<file path="src/rtl/alu_bist_ctrl.sv">
// alu_bist_ctrl: ROM-driven self-test sequencer that exercises the ALU and scores its outputs
module alu_bist_ctrl #(
  parameter int unsigned SETTLE_CYCLES = 1,
  parameter bit          STOP_ON_FAIL  = 1'b0
) (
  input  logic        clk,
  input  logic        rst,
  input  logic        start,
  output logic [31:0] alu_a,
  output logic [31:0] alu_b,
  output logic [2:0]  alu_ctrl,
  input  logic [31:0] alu_result,
  input  logic        alu_zero,
  input  logic        alu_negative,
  input  logic        alu_carry,
  input  logic        alu_overflow,
  output logic        bist_active,
  output logic        done,
  output logic        pass,
  output logic [3:0]  fail_count,
  output logic [2:0]  fail_idx
);
  typedef enum logic [2:0] {IDLE, LOAD, DRIVE, CHECK, DONE} state_t;
  typedef struct packed {
    logic [2:0]  op;
    logic [31:0] a;
    logic [31:0] b;
    logic [31:0] res;
    logic        z;
    logic        n;
    logic        c;
    logic        v;
    logic        mc;
    logic        mv;
  } vec_t;
  // mc/mv enable the carry/overflow compare; zero, negative and result are always checked
  function automatic vec_t rom(input logic [2:0] i);
    case (i)
      3'd0:    rom = {3'b000, 32'd5, 32'd3, 32'd8, 6'b0000_11};
      3'd1:    rom = {3'b001, 32'd5, 32'd3, 32'd2, 6'b0000_01};
      3'd2:    rom = {3'b010, 32'd5, 32'd3, 32'd1, 6'b0000_00};
      3'd3:    rom = {3'b011, 32'd5, 32'd3, 32'd7, 6'b0000_00};
      3'd4:    rom = {3'b101, 32'd3, 32'd5, 32'd1, 6'b0000_00};
      3'd5:    rom = {3'b001, 32'd3, 32'd3, 32'd0, 6'b1000_01};
      3'd6:    rom = {3'b001, 32'd3, 32'd5, 32'hFFFF_FFFE, 6'b0100_01};
      default: rom = {3'b000, 32'h7FFF_FFFF, 32'd1, 32'h8000_0000, 6'b0101_11};
    endcase
  endfunction
  state_t      state_q, state_d;
  logic [2:0]  idx_q, idx_d;
  logic [3:0]  cnt_q, cnt_d;
  logic [31:0] a_q, a_d, b_q, b_d;
  logic [2:0]  ctrl_q, ctrl_d;
  logic [3:0]  fc_q, fc_d;
  logic [2:0]  fi_q, fi_d;
  logic        done_q, done_d, pass_q, pass_d, act_q, act_d;
  vec_t        cur, nxt;
  logic        miss;
  // compare the ALU against the vector currently on its inputs
  always_comb begin
    cur  = rom(idx_q);
    nxt  = rom(idx_q + 3'd1);
    miss = (alu_result != cur.res) | (alu_zero != cur.z) | (alu_negative != cur.n) |
           (cur.mc & (alu_carry != cur.c)) | (cur.mv & (alu_overflow != cur.v));
  end
  // sequencer next-state and registered outputs
  always_comb begin
    state_d = state_q;
    idx_d   = idx_q;
    cnt_d   = cnt_q;
    a_d     = a_q;
    b_d     = b_q;
    ctrl_d  = ctrl_q;
    fc_d    = fc_q;
    fi_d    = fi_q;
    done_d  = done_q;
    pass_d  = pass_q;
    case (state_q)
      IDLE, DONE: if (start) begin
        state_d = LOAD;
        idx_d   = 3'd0;
        fc_d    = 4'd0;
        fi_d    = 3'd0;
        done_d  = 1'b0;
        pass_d  = 1'b0;
      end
      LOAD: begin
        state_d = DRIVE;
        cnt_d   = 4'd0;
        {ctrl_d, a_d, b_d} = {rom(3'd0).op, rom(3'd0).a, rom(3'd0).b};
      end
      DRIVE: begin
        state_d = (cnt_q == 4'(SETTLE_CYCLES - 1)) ? CHECK : DRIVE;
        cnt_d   = (cnt_q == 4'(SETTLE_CYCLES - 1)) ? cnt_q : cnt_q + 4'd1;
      end
      CHECK: begin
        fc_d = miss ? fc_q + 4'd1 : fc_q;
        fi_d = (miss && fc_q == 4'd0) ? idx_q : fi_q;
        if ((miss && STOP_ON_FAIL) || idx_q == 3'd7) begin
          state_d = DONE;
          done_d  = 1'b1;
          pass_d  = (fc_d == 4'd0);
        end else begin
          state_d = DRIVE;
          idx_d   = idx_q + 3'd1;
          cnt_d   = 4'd0;
          {ctrl_d, a_d, b_d} = {nxt.op, nxt.a, nxt.b};
        end
      end
      default: state_d = IDLE;
    endcase
    act_d = (state_d == LOAD) || (state_d == DRIVE) || (state_d == CHECK);
  end
  // state and output registers; reset aborts any run in progress
  always_ff @(posedge clk or negedge rst) begin
    if (!rst) begin
      state_q <= IDLE;
      idx_q   <= 3'd0;
      cnt_q   <= 4'd0;
      a_q     <= 32'd0;
      b_q     <= 32'd0;
      ctrl_q  <= 3'd0;
      fc_q    <= 4'd0;
      fi_q    <= 3'd0;
      done_q  <= 1'b0;
      pass_q  <= 1'b0;
      act_q   <= 1'b0;
    end else begin
      state_q <= state_d;
      idx_q   <= idx_d;
      cnt_q   <= cnt_d;
      a_q     <= a_d;
      b_q     <= b_d;
      ctrl_q  <= ctrl_d;
      fc_q    <= fc_d;
      fi_q    <= fi_d;
      done_q  <= done_d;
      pass_q  <= pass_d;
      act_q   <= act_d;
    end
  end
  assign alu_a       = a_q;
  assign alu_b       = b_q;
  assign alu_ctrl    = ctrl_q;
  assign bist_active = act_q;
  assign done        = done_q;
  assign pass        = pass_q;
  assign fail_count  = fc_q;
  assign fail_idx    = fi_q;
endmodule
</file>
<file path="config.mk">
export PLATFORM = sky130hd
export DESIGN_NAME = alu_bist_ctrl
export DESIGN_NICKNAME = d
export VERILOG_FILES = /design/src/rtl/alu_bist_ctrl.sv
export SDC_FILE = /design/constraint.sdc
export NUM_CORES = 1
export LEC_CHECK = 0
export ABC_AREA = 1
export CAP_MARGIN = 40
export CORE_MARGIN = 2
export CORE_UTILIZATION = 38
export CTS_BUF_LIST = sky130_fd_sc_hd__clkbuf_8 sky130_fd_sc_hd__clkbuf_16
export CTS_CLUSTER_SIZE = 12
export DETAILED_ROUTE_END_ITERATION = 16
export GPL_TIMING_DRIVEN = 0
export PLACE_DENSITY = 0.78
export SLEW_MARGIN = 20
export SYNTH_ARGS = -nofsm -noshare
export SYNTH_HDL_FRONTEND = slang
export SYNTH_SLANG_ARGS = --single-unit
export TNS_END_PERCENT = 100
</file>
<file path="constraint.sdc">
create_clock -name clk -period 2.1 [get_ports clk]
set_input_delay 0.42 -clock clk [delete_from_list [all_inputs] [get_ports clk]]
set_output_delay 0.42 -clock clk [all_outputs]
set_load 0.01 [all_outputs]
</file>
==> metrics.json <==
{
  "initial_antenna_violation_count": 0,
  "relative_slew_slack_pct": 56.06,
  "antenna-diode-count": 0,
  "reg2reg_slack_ns": -0.05,
  "p_sw_mw": 2.047,
  "postSynthRegisterBits": 29,
  "ff2ff_path_depth": 16,
  "clkPwrFrac_pct": 12.3,
  "overall_routed_net_length_mm": 6.851,
  "power.share.combinational_pct": 66.1,
  "worst_skew_pair.late_latency_ns": 0.29,
  "worst_setup_path_startpoint": "idx_q[0]",
  "rsz0062_at_grt": "true",
  "grt.total_usage_pct": 17.67,
  "clock_tree_from_tritoncts": "yes",
  "worstMarginPinSlew_ns": 0.6590,
  "synth.yosys.warnings": 0,
  "fin_crit_sh_pct": 102.2,
  "synth_cell_type_count": 31,
  "critical_path.startpoint_type": "register",
  "postRouteAntennaNets": 0,
  "ir_worst_vdd_uv": 714.8,
  "synth-compound-area-share_pct": 5.432,
  "yosysSeqAreaShare_pct": 28.64,
  "finalClockSkew_ns": 0.006686,
  "timing.final.max_slew_violations": 0,
  "fmax_mhz": 466.1,
  "core_area_mm2": 0.006386,
  "floorplan.die_area_mm2": 0.007337,
  "timing.rr.start": "idx_q[0]",
  "holdBufCountCts": 0,
  "power_switching_share_pct": 44.71,
  "netlist_area_mm2": 0.002534,
  "fin_crit_ns": 2.145,
  "final_layout_size_suffix_gt1_share_pct": 26.69,
  "syn_inst": 369,
  "hp-class": "in2async",
  "worst_slack_ns": -0.04528,
  "htree_num_levels": 2,
  "grt_overflow": 0,
  "finalSetupViolations": 4,
  "syn_avg_cell_area_um2": 6.866,
  "totalPowerFinal_mw": 4.578,
  "first_global_vias": 2399,
  "ios": 116,
  "cts-buffers-inserted": 5,
  "clkSlewWorstSetupHoldPaths_ns": 0.06,
  "max_stage_delay_on_crit_path_ns": 0.45,
  "main_combinational_cell_family_by_area_after_synthesis": "simple AND/OR/NAND/NOR gates",
  "drt_iter0_drc": 183,
  "initial_utilization_pct": 39.67,
  "timing.critical_path.cells": "ha_4 > ha_4 > inv_2 > nand2_2 > nor2_4 > nand2_4 > nand2_2 > nand2_1 > nand2_2 > nor2_4 > nand3_4 > nand4_1 > nand2_2 > nand2_2 > nand2_1 > nand2_1",
  "critical_path.max_fanout": 10,
  "dieHeight_um": 85.66,
  "place.gp.congestion": 0.8455,
  "synth_adder_area_share_pct": 5.432,
  "portBuffers": 85,
  "seq_power_share_pct": 21.6,
  "cts_root_buf": "sky130_fd_sc_hd__clkbuf_8",
  "grt_first_pass_wirelength_mm": 10.67,
  "via_per_inst": 4.508,
  "setup.worst_path.end_class": "register",
  "wl_per_cell_um": 11.83,
  "maximum_buffer_depth_of_the_clock_tree": 2,
  "cap_viol_max_count": 0,
  "run_status": "finished with violations",
  "finalHoldViolations": 0,
  "cts_sinks": 29,
  "synthXorXnorAreaFrac_pct": 0.3457,
  "timing.critical_path.arrival_ns": 2.32,
  "place_hpwl_mm": 4.863,
  "cell_repeated_most_along_the_worst_path": "sky130_fd_sc_hd__nand2_2",
  "pwr_cell_area_mw_per_mm2": 1158,
  "cellLeakagePower_nw": 2.007,
  "rows": 29,
  "firstDrtPassIters": 4,
  "share_of_synthesized_area_spent_on_multiplexers_pct": 0,
  "yosys.area_share.simple_pct": 35.51,
  "regToRegEndpoint": "fail_idx[0]",
  "required_time_at_the_endpoint_of_the_critical_path_ns": 2.27,
  "worst-path-buf-inv": 1,
  "cell_internal_pwr_mw": 2.531,
  "slowest_stage": "sky130_fd_sc_hd__dfrtp_2",
  "grt_max_degree": 30,
  "fin_tns_setup_ns": -0.09572,
  "routed-via-count": 2610,
  "nets": 552,
  "critical_path_class": "reg2reg",
  "area_delta_synth_final_pct": 56.05,
  "critical-path-top-delay-family": "simple AND/OR/NAND/NOR gates",
  "die_width_um": 85.66,
  "violations": "negative setup slack",
  "remaining_drc_errors": 0
}
logic make-up (layout without fill, tap and decap cells):
kind of cell | Yosys count | after routing
buffers and inverters | 104 | 208
XOR/XNOR | 1 | 1
flip-flops | 29 | 29
AO/OA/AOI/OAI | 25 | 25
AND/OR/NAND/NOR | 198 | 198
other | 1 | 30
adder cells (fa/ha/maj) | 11 | 11
state kept, by name (all words and copies together), names as in the netlist:
register     cells
fail_idx         3
alu_ctrl         3
fail_count       4
done             1
cnt_q            4
pass             1
alu_b            2
state_q          3
alu_a            4
bist_active      1
idx_q            3
power by group through the flow:
stage	registers [mW]	logic (mW)	clock network (mW)
global placement	0.958	2.48	0
CTS	0.985	2.79	0.567
floorplan	0.989	1.56	0
finish	0.990	3.03	0.563
detailed placement	0.968	2.54	0
global route	1.03	3.30	0.592
routing by layer:
layer  global-route usage [%]  vias to the layer above  share of wire (%)
met3                    2.984                       18                5.1
met4                    7.359                        0                2.8
li1                         -                     1331                  -
met1                    20.97                     1181                 39
met5                        0                        -                  0
met2                    31.46                       80                 53
metrics by stage:
stage | util (%) | cell area [um2] | hold WS [ns] | std cells | worst slack (ns)
global placement | 56.21 | 3590 | 0.4617 | 560 | -0.2151
floorplan | - | 2643 | 0.1244 | 398 | 0.05788
finish | 61.91 | 3954 | 0.1555 | 579 | -0.04528
detailed placement | 56.13 | 3585 | 0.4631 | 560 | -0.2418
global route | 61.91 | 3954 | 0.2158 | 579 | -0.1869
CTS | 60.38 | 3856 | 0.1719 | 575 | -0.03027
Yosys cell counts:
cell	number	area share, %
sky130_fd_sc_hd__a21oi_1	5	0.99
sky130_fd_sc_hd__and2_0	1	0.25
sky130_fd_sc_hd__and2_1	1	0.25
sky130_fd_sc_hd__buf_4	58	17
sky130_fd_sc_hd__buf_6	1	0.44
sky130_fd_sc_hd__clkinv_4	1	0.35
sky130_fd_sc_hd__conb_1	1	0.15
sky130_fd_sc_hd__dfrtp_1	29	29
sky130_fd_sc_hd__ha_1	11	5.4
sky130_fd_sc_hd__inv_1	42	6.2
sky130_fd_sc_hd__inv_2	2	0.30
sky130_fd_sc_hd__nand2_1	101	15
sky130_fd_sc_hd__nand2_2	7	1.7
sky130_fd_sc_hd__nand2_4	2	0.89
sky130_fd_sc_hd__nand3_1	28	5.5
sky130_fd_sc_hd__nand3_4	1	0.69
sky130_fd_sc_hd__nand3b_1	1	0.30
sky130_fd_sc_hd__nand3b_2	1	0.44
sky130_fd_sc_hd__nand4_1	6	1.5
sky130_fd_sc_hd__nor2_1	39	5.8
sky130_fd_sc_hd__nor2_2	1	0.25
sky130_fd_sc_hd__nor2_4	4	1.8
sky130_fd_sc_hd__nor3_1	2	0.40
sky130_fd_sc_hd__nor3b_1	1	0.30
sky130_fd_sc_hd__o211ai_1	1	0.30
sky130_fd_sc_hd__o21ai_0	14	2.8
sky130_fd_sc_hd__o22ai_1	3	0.74
sky130_fd_sc_hd__o2bb2ai_1	1	0.35
sky130_fd_sc_hd__o31ai_1	1	0.30
sky130_fd_sc_hd__or2_2	2	0.49
sky130_fd_sc_hd__xor2_1	1	0.35
timing repair:
| action | CTS | global route |
|---|---|---|
| buffers inserted | 8 | 4 |
| endpoints found under the setup margin | 43 | 16 |
| gates cloned | 0 | 0 |
| pin swaps | 10 | 18 |
| gates resized for setup | 31 | 23 |
how the worst max path moves through the flow:
stage,cells past startpoint,endpoint
after floorplan,16,fail_idx[0]
after global placement,16,fail_idx[0]
after detailed placement,16,fail_idx[1]
after CTS,18,fail_idx[0]
after global routing,16,fail_idx[1]
final,16,fail_idx[0]
area by class of cell:
| type | count | area, um2 |
|---|---|---|
| multi-input combinational | 265 | 1448 |
| clock buffer | 5 | 68.82 |
| tap | 77 | 96.34 |
| fill | 573 | 2432 |
| timing repair buffer | 97 | 943.4 |
| sequential | 29 | 733.2 |
| buffer | 59 | 450.4 |
| inverter | 45 | 178.9 |
| clock inverter | 2 | 35.03 |
cells in the final DEF (no fill, tap or decap), types with 2 or more instances in the layout:
cell type                          n
sky130_fd_sc_hd__nand2_1          91
sky130_fd_sc_hd__clkdlybuf4s50_1  84
sky130_fd_sc_hd__buf_4            68
sky130_fd_sc_hd__inv_1            36
sky130_fd_sc_hd__nor2_1           34
sky130_fd_sc_hd__conb_1           30
sky130_fd_sc_hd__nand3_1          25
sky130_fd_sc_hd__dfrtp_1          25
sky130_fd_sc_hd__nand2_2          16
sky130_fd_sc_hd__o21ai_0          11
sky130_fd_sc_hd__nor2_4            8
sky130_fd_sc_hd__inv_2             6
sky130_fd_sc_hd__nand4_1           6
sky130_fd_sc_hd__ha_1              6
sky130_fd_sc_hd__ha_4              5
sky130_fd_sc_hd__clkbuf_8          5
sky130_fd_sc_hd__a21oi_1           4
sky130_fd_sc_hd__o21ai_1           3
sky130_fd_sc_hd__nand3_2           3
sky130_fd_sc_hd__o22ai_1           3
sky130_fd_sc_hd__nand2_4           3
sky130_fd_sc_hd__dfrtp_2           3
sky130_fd_sc_hd__inv_4             2
sky130_fd_sc_hd__nor2_2            2
sky130_fd_sc_hd__or2_2             2
sky130_fd_sc_hd__nor3_1            2
sky130_fd_sc_hd__buf_6             2
No activity file was read; power rests on OpenSTA's default activity.
